## src/rtl/shifter_pkg.sv

```systemverilog
// Shared definitions for the shift command sequencer: op codes, field widths,
// queue depth, FSM state encoding and the queued command payload.
package shifter_pkg;

    localparam int unsigned OP_W    = 3;
    localparam int unsigned SHAMT_W = 2;
    localparam int unsigned DATA_W  = 8;
    localparam int unsigned RPT_W   = 3;
    localparam int unsigned Q_DEPTH = 4;
    localparam int unsigned PTR_W   = 2;
    localparam int unsigned LVL_W   = 3;

    localparam logic [OP_W-1:0] OP_NOP  = 3'b000;
    localparam logic [OP_W-1:0] OP_LOAD = 3'b001;
    localparam logic [OP_W-1:0] OP_LSL  = 3'b010;
    localparam logic [OP_W-1:0] OP_LSR  = 3'b011;
    localparam logic [OP_W-1:0] OP_ASR  = 3'b100;

    typedef enum logic [1:0] {
        ST_IDLE  = 2'b00,
        ST_LOAD  = 2'b01,
        ST_SHIFT = 2'b10,
        ST_DONE  = 2'b11
    } state_e;

    // One queued command, 16 bits, op in the MSBs.
    typedef struct packed {
        logic [OP_W-1:0]    op;
        logic [SHAMT_W-1:0] shamt;
        logic [DATA_W-1:0]  data;
        logic [RPT_W-1:0]   rpt;
    } cmd_t;

    localparam int unsigned CMD_W = $bits(cmd_t);

    // True for ops that need SHIFT cycles; every other code behaves as NOP after LOAD.
    function automatic logic is_shift_op(input logic [OP_W-1:0] op_i);
        return (op_i == OP_LSL) || (op_i == OP_LSR) || (op_i == OP_ASR);
    endfunction

endpackage

```

## src/rtl/cmd_fifo.sv

```systemverilog
// 4-deep command FIFO with registered occupancy.
// Ports: clk, reset (sync, active-high), push/wr_data (ignored when full),
// pop (ignored when empty), head_c (combinational head entry),
// level (registered entry count 0..4), full_c.
module cmd_fifo
    import shifter_pkg::*;
(
    input  logic             clk,
    input  logic             reset,
    input  logic             push,
    input  cmd_t             wr_data,
    input  logic             pop,
    output cmd_t             head_c,
    output logic [LVL_W-1:0] level,
    output logic             full_c
);

    cmd_t             mem_q [Q_DEPTH];
    cmd_t             mem_d [Q_DEPTH];
    logic [PTR_W-1:0] wr_ptr_q, wr_ptr_d;
    logic [PTR_W-1:0] rd_ptr_q, rd_ptr_d;
    logic [LVL_W-1:0] count_q, count_d;
    logic             push_ok_c;
    logic             pop_ok_c;

    assign full_c    = (count_q == LVL_W'(Q_DEPTH));
    assign push_ok_c = push && !full_c;
    assign pop_ok_c  = pop && (count_q != LVL_W'(0));
    assign head_c    = mem_q[rd_ptr_q];
    assign level     = count_q;

    // Pointer, storage and occupancy update; pointers wrap naturally at 4.
    always_comb begin
        mem_d    = mem_q;
        wr_ptr_d = wr_ptr_q;
        rd_ptr_d = rd_ptr_q;
        count_d  = count_q;
        if (push_ok_c) begin
            mem_d[wr_ptr_q] = wr_data;
            wr_ptr_d        = wr_ptr_q + PTR_W'(1);
        end
        if (pop_ok_c) begin
            rd_ptr_d = rd_ptr_q + PTR_W'(1);
        end
        unique case ({push_ok_c, pop_ok_c})
            2'b10:   count_d = count_q + LVL_W'(1);
            2'b01:   count_d = count_q - LVL_W'(1);
            default: count_d = count_q;
        endcase
    end

    always_ff @(posedge clk) begin
        if (reset) begin
            wr_ptr_q <= '0;
            rd_ptr_q <= '0;
            count_q  <= '0;
            for (int i = 0; i < int'(Q_DEPTH); i++) begin
                mem_q[i] <= '0;
            end
        end else begin
            wr_ptr_q <= wr_ptr_d;
            rd_ptr_q <= rd_ptr_d;
            count_q  <= count_d;
            mem_q    <= mem_d;
        end
    end

endmodule

```

## src/rtl/shift_cmd_seq.sv

```systemverilog
// Shift command sequencer: queues {op,shamt,data,rpt} commands and replays each
// as LOAD, rpt+1 SHIFT cycles, then a DONE cycle, onto a shifter8 control bus.
// Ports: clk, reset (sync, active-high); in_valid/in_ready/in_op/in_shamt/
// in_data/in_rpt command input; op/shamt/d_out downstream shifter controls;
// busy, done (one-cycle pulse), level (queued count). in_ready and level are
// combinational views of the queue; all other outputs are registered.
module shift_cmd_seq
    import shifter_pkg::*;
(
    input  logic               clk,
    input  logic               reset,
    input  logic               in_valid,
    output logic               in_ready,
    input  logic [OP_W-1:0]    in_op,
    input  logic [SHAMT_W-1:0] in_shamt,
    input  logic [DATA_W-1:0]  in_data,
    input  logic [RPT_W-1:0]   in_rpt,
    output logic [OP_W-1:0]    op,
    output logic [SHAMT_W-1:0] shamt,
    output logic [DATA_W-1:0]  d_out,
    output logic               busy,
    output logic               done,
    output logic [LVL_W-1:0]   level
);

    state_e             state_q, state_d;
    logic [OP_W-1:0]    cur_op_q, cur_op_d;
    logic [SHAMT_W-1:0] cur_shamt_q, cur_shamt_d;
    logic [RPT_W-1:0]   cnt_q, cnt_d;
    logic [OP_W-1:0]    op_q, op_d;
    logic [SHAMT_W-1:0] shamt_q, shamt_d;
    logic [DATA_W-1:0]  d_out_q, d_out_d;
    logic               busy_q, busy_d;
    logic               done_q, done_d;

    cmd_t               in_cmd_c;
    cmd_t               head_c;
    logic               pop_c;
    logic               full_c;
    logic [LVL_W-1:0]   fifo_level;

    assign in_cmd_c = '{op: in_op, shamt: in_shamt, data: in_data, rpt: in_rpt};

    cmd_fifo u_cmd_fifo (
        .clk     (clk),
        .reset   (reset),
        .push    (in_valid),
        .wr_data (in_cmd_c),
        .pop     (pop_c),
        .head_c  (head_c),
        .level   (fifo_level),
        .full_c  (full_c)
    );

    assign in_ready = !full_c;
    assign level    = fifo_level;

    assign op    = op_q;
    assign shamt = shamt_q;
    assign d_out = d_out_q;
    assign busy  = busy_q;
    assign done  = done_q;

    // Next state and next registered outputs; outputs reflect the state being entered.
    always_comb begin
        state_d     = state_q;
        cur_op_d    = cur_op_q;
        cur_shamt_d = cur_shamt_q;
        cnt_d       = cnt_q;
        op_d        = op_q;
        shamt_d     = shamt_q;
        d_out_d     = d_out_q;
        done_d      = 1'b0;
        pop_c       = 1'b0;

        unique case (state_q)
            ST_IDLE, ST_DONE: begin
                if (fifo_level != LVL_W'(0)) begin
                    // Pop the head and present it to the shifter as a LOAD.
                    pop_c       = 1'b1;
                    state_d     = ST_LOAD;
                    cur_op_d    = head_c.op;
                    cur_shamt_d = head_c.shamt;
                    cnt_d       = head_c.rpt;
                    op_d        = OP_LOAD;
                    shamt_d     = '0;
                    d_out_d     = head_c.data;
                end else begin
                    state_d = ST_IDLE;
                    op_d    = OP_NOP;
                    shamt_d = '0;
                end
            end
            ST_LOAD: begin
                if (is_shift_op(cur_op_q)) begin
                    state_d = ST_SHIFT;
                    op_d    = cur_op_q;
                    shamt_d = cur_shamt_q;
                end else begin
                    state_d = ST_DONE;
                    op_d    = OP_NOP;
                    shamt_d = '0;
                    done_d  = 1'b1;
                end
            end
            ST_SHIFT: begin
                // Counter starts at rpt, so the last shift cycle is the one at zero.
                if (cnt_q == RPT_W'(0)) begin
                    state_d = ST_DONE;
                    op_d    = OP_NOP;
                    shamt_d = '0;
                    done_d  = 1'b1;
                end else begin
                    cnt_d = cnt_q - RPT_W'(1);
                end
            end
            default: begin
                state_d = ST_IDLE;
                op_d    = OP_NOP;
                shamt_d = '0;
            end
        endcase

        busy_d = (state_d != ST_IDLE);
    end

    always_ff @(posedge clk) begin
        if (reset) begin
            state_q     <= ST_IDLE;
            cur_op_q    <= OP_NOP;
            cur_shamt_q <= '0;
            cnt_q       <= '0;
            op_q        <= OP_NOP;
            shamt_q     <= '0;
            d_out_q     <= '0;
            busy_q      <= 1'b0;
            done_q      <= 1'b0;
        end else begin
            state_q     <= state_d;
            cur_op_q    <= cur_op_d;
            cur_shamt_q <= cur_shamt_d;
            cnt_q       <= cnt_d;
            op_q        <= op_d;
            shamt_q     <= shamt_d;
            d_out_q     <= d_out_d;
            busy_q      <= busy_d;
            done_q      <= done_d;
        end
    end

endmodule
```

## config.mk

```make
export PLATFORM = sky130hd
export DESIGN_NAME = shift_cmd_seq
export DESIGN_NICKNAME = d
export VERILOG_FILES = /design/src/rtl/shifter_pkg.sv /design/src/rtl/cmd_fifo.sv /design/src/rtl/shift_cmd_seq.sv
export SDC_FILE = /design/constraint.sdc
export NUM_CORES = 1
export LEC_CHECK = 0
export BUFFER_PORTS_ARGS = -buffer_cell sky130_fd_sc_hd__clkbuf_2
export CAP_MARGIN = 20
export CORE_MARGIN = 10
export CORE_UTILIZATION = 35
export CTS_CLUSTER_SIZE = 8
export DETAILED_ROUTE_END_ITERATION = 8
export PLACE_DENSITY = 0.63
export REMOVE_ABC_BUFFERS = 1
export SYNTH_ARGS = -nofsm -noshare
export SYNTH_HDL_FRONTEND = slang
export SYNTH_SLANG_ARGS = --single-unit
```

## constraint.sdc

```tcl
create_clock -name clk -period 2.7 [get_ports clk]
set_clock_uncertainty 0.15 [all_clocks]
set_input_delay 0.135 -clock clk [delete_from_list [all_inputs] [get_ports clk]]
set_output_delay 0.135 -clock clk [all_outputs]
set_load 0.005 [all_outputs]
```

==> impl_results.md, run 1 <==
* Status: completed
* Crit path max fanout at 6
* Postcts setup bufs at 0
* Port bufs at 37
* Maximum VDD drop at 0.000411 V
* Clock Tree Buf Depth at 2
* Latest clock arrival within the worst-skew pair at 340 ps
* Reg2reg start: u_cmd_fifo.level[2]$_SDFFE_PP0P_
* Worst Setup SP: u_cmd_fifo.level[2]$_SDFFE_PP0P_
* Die H at 128 um
* Iteration-0 DRC Markers at 255
* CP required at 2810 ps
* WHS Path Cells at 3
* Slowest cell on the critical path: dfxtp_1
* Gr ovfl total at 0
* Synth warn at 0
* Worst-path clk slew at 70 ps
* HP Class: input port to flop
* Non-Filler Instances at 661
* Final core occ at 41.8%
* P&R area growth vs syn at 16.8%
* Slowest stage delay, CP at 430 ps
* Worst EP arrival at 2580 ps
* Worst rel slew slack at 45.4%
* Initial antenna violation count at 0
* Syn Inst Count at 474
* Routed WL per cell at 14.8 um
* Reg2Reg Depth at 8
* Fin Setup TNS at 0 ps
* 1st-pass router iterations at 4
* Drt total wl at 9790 um
* Placed insts at 629
* Tot GR Track Use at 12.3%
* Pin count of the biggest net entering global routing at 57
* Final min period at 2460 ps
* RSZ-0062 raised after global routing: no
* Predominant post-synthesis flop cell: dfxtp_1
* Share of layout cells above drive strength 1 at 16.8%
* Post-synth EDFFs at 0
* Fin worst setup slack at 236 ps
* Final hold vios at 0
* CTS Root Cell: clkbuf_16
* Clock sink count at 96
* Total power at 4.34 mW
* Die area at 16500 sq um
* First-pass GRT wire length at 16600 um
* Placed inst area at 4340 sq um
* Synthesized flop and latch total at 96
* ANT nets after route at 0
* CTS tree: yes
* Finish-stage setup viols at 0
* Commonest non-fill, non-tap cell in the layout: nand2_1
* DR vias at 3273
* Worst R2R End: u_cmd_fifo.level[2]$_SDFFE_PP0P_
* Top-Level Pins at 38
* Residual DRC at 0
* Most frequent cells in the layout: nand2_1, dfxtp_1, a21oi_1
* Leakage at 1.72 nW
* Hold Startpoint: in_valid
* FMAX at 406 MHz
* Crit-path cells: or3b_1 -> nand2_1 -> ha_1 -> inv_1 -> fa_1 -> xor2_1 -> or3_1 -> a21oi_1
* Total CTS buffers at 9
* Post-synth cell types at 40
* Hold Path End: u_cmd_fifo.wr_ptr_q[1]$_SDFFE_PP0P_
* Sequential element share of the synthesized area at 46.8%
* Max Slew Vio Count at 0
* Initial Utilization at 35.8%
* Synthesized cell area at 4110 sq um
* Vias in the first global route at 3381
* Fraction of registers with async set/reset at 0%
* Layout Cell Area excl Fill at 4800 sq um
* Worst-margin pin slew at 818 ps
* Via/cell ratio at 4.95
* Die W at 128 um
* Gpl congestion at 0.754
* Max_cap viols at 0
* Final period util at 91.3%
* Layout fillers at 1113
* Pre-CTS setup slack at 236 ps
* Setup slack, reg-to-reg at 240 ps
* Num rows at 39
* Nature of the critical path startpoint: flop
* PD cells at 904 nW/um^2
* Maximum level of the CTS H-tree at 3
* Critical setup path kind: flop to flop
* CP Capture Type: flop
* Core footprint at 11500 sq um
* HPWL Detailed at 6250 um
* Worst hold slack at 64.1 ps
* Ant diodes at 0
* Post-synthesis area per instance at 8.66 sq um
* # nets final at 542
## worst max-delay path, delay by kind of cell (launching register included)
kind                       cells  cell delay, ps
adders and majority gates      2             570
xor gates and xnor gates       1             170
and+or+nand+nor                3             860
AOI/OAI and AO/OA              1             150
DFF                            1             430
buffers and inverters          1              60
## power by group
group          internal (mW)  switching (mW)  total [mW]
logic                  0.559           0.785        1.34
clock network          0.653           0.598        1.25
registers               1.59           0.150        1.74
total                   2.80            1.53        4.34
## kinds of logic after synthesis
family	synth area share [%]
multiplexers	9.29
flip-flops	46.8
adder cells (fa/ha/maj)	3.23
XOR/XNOR	1.07
buffers and inverters	5.88
AO/OA/AOI/OAI	12.6
AND/OR/NAND/NOR	21.1
## cell type report
class                      count  area [sq um]  share of cell area, %
clock buffer                   9           225                   4.70
clock inverter                 7          71.3                   1.49
inverter                      12          45.0                  0.939
multi-input combinational    334          1940                   40.5
sequential                    96          1920                   40.1
tap                          143           179                   3.73
timing repair buffer          60           410                   8.56
## how the worst max path moves through the flow
stage               slack, ps                               end  depth (start not counted)
floorplan                 170  u_cmd_fifo.level[2]$_SDFFE_PP0P_                         10
CTS                       210  u_cmd_fifo.level[2]$_SDFFE_PP0P_                          8
global route              100  u_cmd_fifo.level[2]$_SDFFE_PP0P_                          8
detailed placement        240  u_cmd_fifo.level[2]$_SDFFE_PP0P_                          8
finish                    240  u_cmd_fifo.level[2]$_SDFFE_PP0P_                          8
global placement          360  u_cmd_fifo.level[2]$_SDFFE_PP0P_                          8
## layer usage
| layer | global-route usage, % | routed length (um) |
|---|---|---|
| met2 | 21.5 | 4960 |
| met5 | 0 | 0 |
| met4 | 5.30 | 110 |
| met1 | 14.5 | 4450 |
| met3 | 2.03 | 266 |
## repair_timing
action                                  CTS  global route
endpoints found under the setup margin    0             0
resized for setup                         0             0
hold buffers                             16             0
hold endpoints to repair                 64             0
## flip-flops by register name, summed over array words and instances (netlist names)
name / count
u_cmd_fifo.mem_q: 64
cnt_q: 3
cur_shamt_q: 2
cur_op_q: 3
op: 3
busy: 1
done: 1
state_q: 2
u_cmd_fifo.level: 3
u_cmd_fifo.wr_ptr_q: 2
d_out: 8
shamt: 2
u_cmd_fifo.rd_ptr_q: 2
## synth_stat cells (all sizes together) (2+ instances only)
cell type  number  area [sq um]
inv            12          45.0
o21ai           3          15.0
o31ai           2          20.0
a211oi          3          22.5
nor3            2          10.0
and3            5          46.3
nor3b           2          15.0
nand2         165           619
nor2b           2          12.5
a21oi          84           420
nor2           14          52.6
ha              9           113
clkbuf         15          56.3
xnor2           2          17.5
mux4           16           360
buf            17           140
dfxtp          96          1920
nand2b          2          12.5
nand3           7          55.1
xor2            3          26.3
No activity file was read; power rests on OpenSTA's default activity.
==> inputs of run 2 (changes only) <==
Settings changed: HOLD_SLACK_MARGIN set to 0.12.
==> run 2 against run 1 <==
Against the previous run:
- die area did not move
- combinational power barely moved
- via count rose by 0.24%
- global-route usage barely moved
- clock-buffer cell count did not move
==> impl_results.md, run 2 (same netlist as run 1, synthesis figures left out) <==
* Status: completed
* Total CTS buffers at 9 (unchanged)
* Pre-CTS setup slack at 236 ps (unchanged)
* Initial Utilization at 35.8% (unchanged)
* Iteration-0 DRC Markers at 227 (-11%)
* Final core occ at 41.9% (+0.087 points)
* CTS resizes at 0 (unchanged)
* Worst Setup SP: u_cmd_fifo.level[2]$_SDFFE_PP0P_
* Worst R2R End: u_cmd_fifo.level[2]$_SDFFE_PP0P_
* Worst rel slew slack at 45.8% (+0.37 points)
* Worst hold slack at 222 ps (+158 ps)
* CP Depth at 8 (unchanged)
* Port bufs at 37 (unchanged)
* Fin worst setup slack at 236 ps (+0.215 ps)
* First-pass GRT wire length at 16600 um (about the same)
* Critical Path Sink: u_cmd_fifo.level[2]$_SDFFE_PP0P_
* Tot GR Track Use at 12.3% (about the same)
* Final hold vios at 0 (unchanged)
* Finish-stage setup viols at 0 (unchanged)
* Die H at 128 um (unchanged)
* Reg2reg start: u_cmd_fifo.level[2]$_SDFFE_PP0P_
* Layout fillers at 1112 (-0.090%)
* CP required at 2810 ps (about the same)
* Largest Register: u_cmd_fifo.mem_q
* Routed WL per cell at 14.7 um (-0.77%)
* Vias in the first global route at 3384 (+0.089%)
* Area of the multi-input gates at 1940 sq um (unchanged)
* Most frequent cells in the layout: nand2_1, dfxtp_1, a21oi_1
* CP Buf/Inv Count at 1 (unchanged)
* Drt total wl at 9730 um (-0.62%)
* P&R area growth vs syn at 17.0%
* Ant diodes at 0 (unchanged)
* CP Capture Type: flop
* Placed inst area at 4340 sq um (unchanged)
* Top delay family on crit path: simple AND/OR/NAND/NOR gates
* Latest clock arrival within the worst-skew pair at 340 ps (about the same)
* Max_cap viols at 0 (unchanged)
* Max Slew Vio Count at 0 (unchanged)
* Fin Setup TNS at 0 ps (unchanged)
* Core footprint at 11500 sq um (unchanged)
* Via/cell ratio at 4.96 (about the same)
* Slowest stage delay, CP at 430 ps (about the same)
* Leakage at 1.73 nW (+0.24%)
* Gpl congestion at 0.754 (unchanged)
* Num rows at 39 (unchanged)
* RSZ-0062 raised after global routing: no
* Worst-path clk slew at 70 ps (about the same)
* Gr ovfl total at 0 (unchanged)
* # nets final at 543 (+0.18%)
* Maximum VDD drop at 0.000410 V (-0.30%)
* Share of layout cells above drive strength 1 at 16.8% (-0.032 points)
* Worst EP arrival at 2580 ps (about the same)
* Initial antenna violation count at 0 (unchanged)
* Layout Cell Area excl Fill at 4810 sq um (+0.21%)
* HP Class: input port to flop
* Reg2Reg Depth at 8 (unchanged)
* Clock Tree Buf Depth at 2 (unchanged)
* Commonest non-fill, non-tap cell in the layout: nand2_1
* DR vias at 3281 (+0.24%)
* Final period util at 91.3% (about the same)
* Clock sink count at 96 (unchanged)
* Pin count of the biggest net entering global routing at 57 (unchanged)
* Top-Level Pins at 38 (unchanged)
* Setup slack, reg-to-reg at 240 ps (about the same)
* 1st-pass router iterations at 4 (unchanged)
* Crit-path cells: or3b_1 -> nand2_1 -> ha_1 -> inv_1 -> fa_1 -> xor2_1 -> or3_1 -> a21oi_1
* Residual DRC at 0 (unchanged)
* Critical setup path kind: flop to flop
* Die W at 128 um (unchanged)
* Postcts setup bufs at 0 (unchanged)
* ANT nets after route at 0 (unchanged)
* CTS tree: yes
* Final min period at 2460 ps (-0.215 ps)
* Slowest cell on the critical path: dfxtp_1
* Crit path max fanout at 6 (unchanged)
* CTS Root Cell: clkbuf_16
* HPWL Detailed at 6250 um (unchanged)
* FMAX at 406 MHz (about the same)
* # hold bufs at CTS at 17 (+1)
* Die area at 16500 sq um (unchanged)
* Nature of the critical path startpoint: flop
* PD cells at 901 nW/um^2 (-0.29%)
* FF/Latch Area at 1920 sq um (unchanged)
* Maximum level of the CTS H-tree at 3 (unchanged)
* Max FFs per register at 64 (unchanged)
* Worst-margin pin slew at 813 ps (-5.59 ps)
[run 2: where the power goes]
group	leakage, nW	total (mW)	switching (mW)	internal, mW
logic	0.803	1.34	0.781	0.560
clock network	0.146	1.25	0.597	0.652
registers	0.780	1.74	0.150	1.59
[run 2: area by class of cell]
type	count	share of cell area [%]
clock inverter	7	1.48
inverter	12	0.937
timing repair buffer	61	8.75
multi-input combinational	334	40.4
sequential	96	40.0
tap	143	3.72
clock buffer	9	4.69
[run 2: per-stage QoR]
stage / total power [mW] / cells
floorplan: 2.62 / 442
global placement: 3.07 / 629
detailed placement: 3.12 / 629
CTS: 4.39 / 662
global route: 4.61 / 662
finish: 4.33 / 662
[run 2: worst min path at each step]
stage,to,depth (start not counted),slack [ps],start
floorplan,cur_op_q[0]$_SDFFE_PP0P_,1,50,reset
detailed placement,u_cmd_fifo.mem_q[26]$_SDFFE_PP0P_,3,260,in_data[7]
global placement,u_cmd_fifo.mem_q[7]$_SDFFE_PP0P_,3,250,in_data[4]
CTS,busy$_SDFF_PP0_,2,210,reset
finish,busy$_SDFF_PP0_,2,220,reset
global route,busy$_SDFF_PP0_,2,230,reset
[run 2: per-layer routing]
layer / vias to the layer above / routed length (um) / track usage [%]
li1: 1661 / - / -
met5: - / 0 / 0
met3: 15 / 289 / 2.03
met4: 0 / 168 / 5.30
met1: 1534 / 4420 / 14.5
met2: 71 / 4860 / 21.5
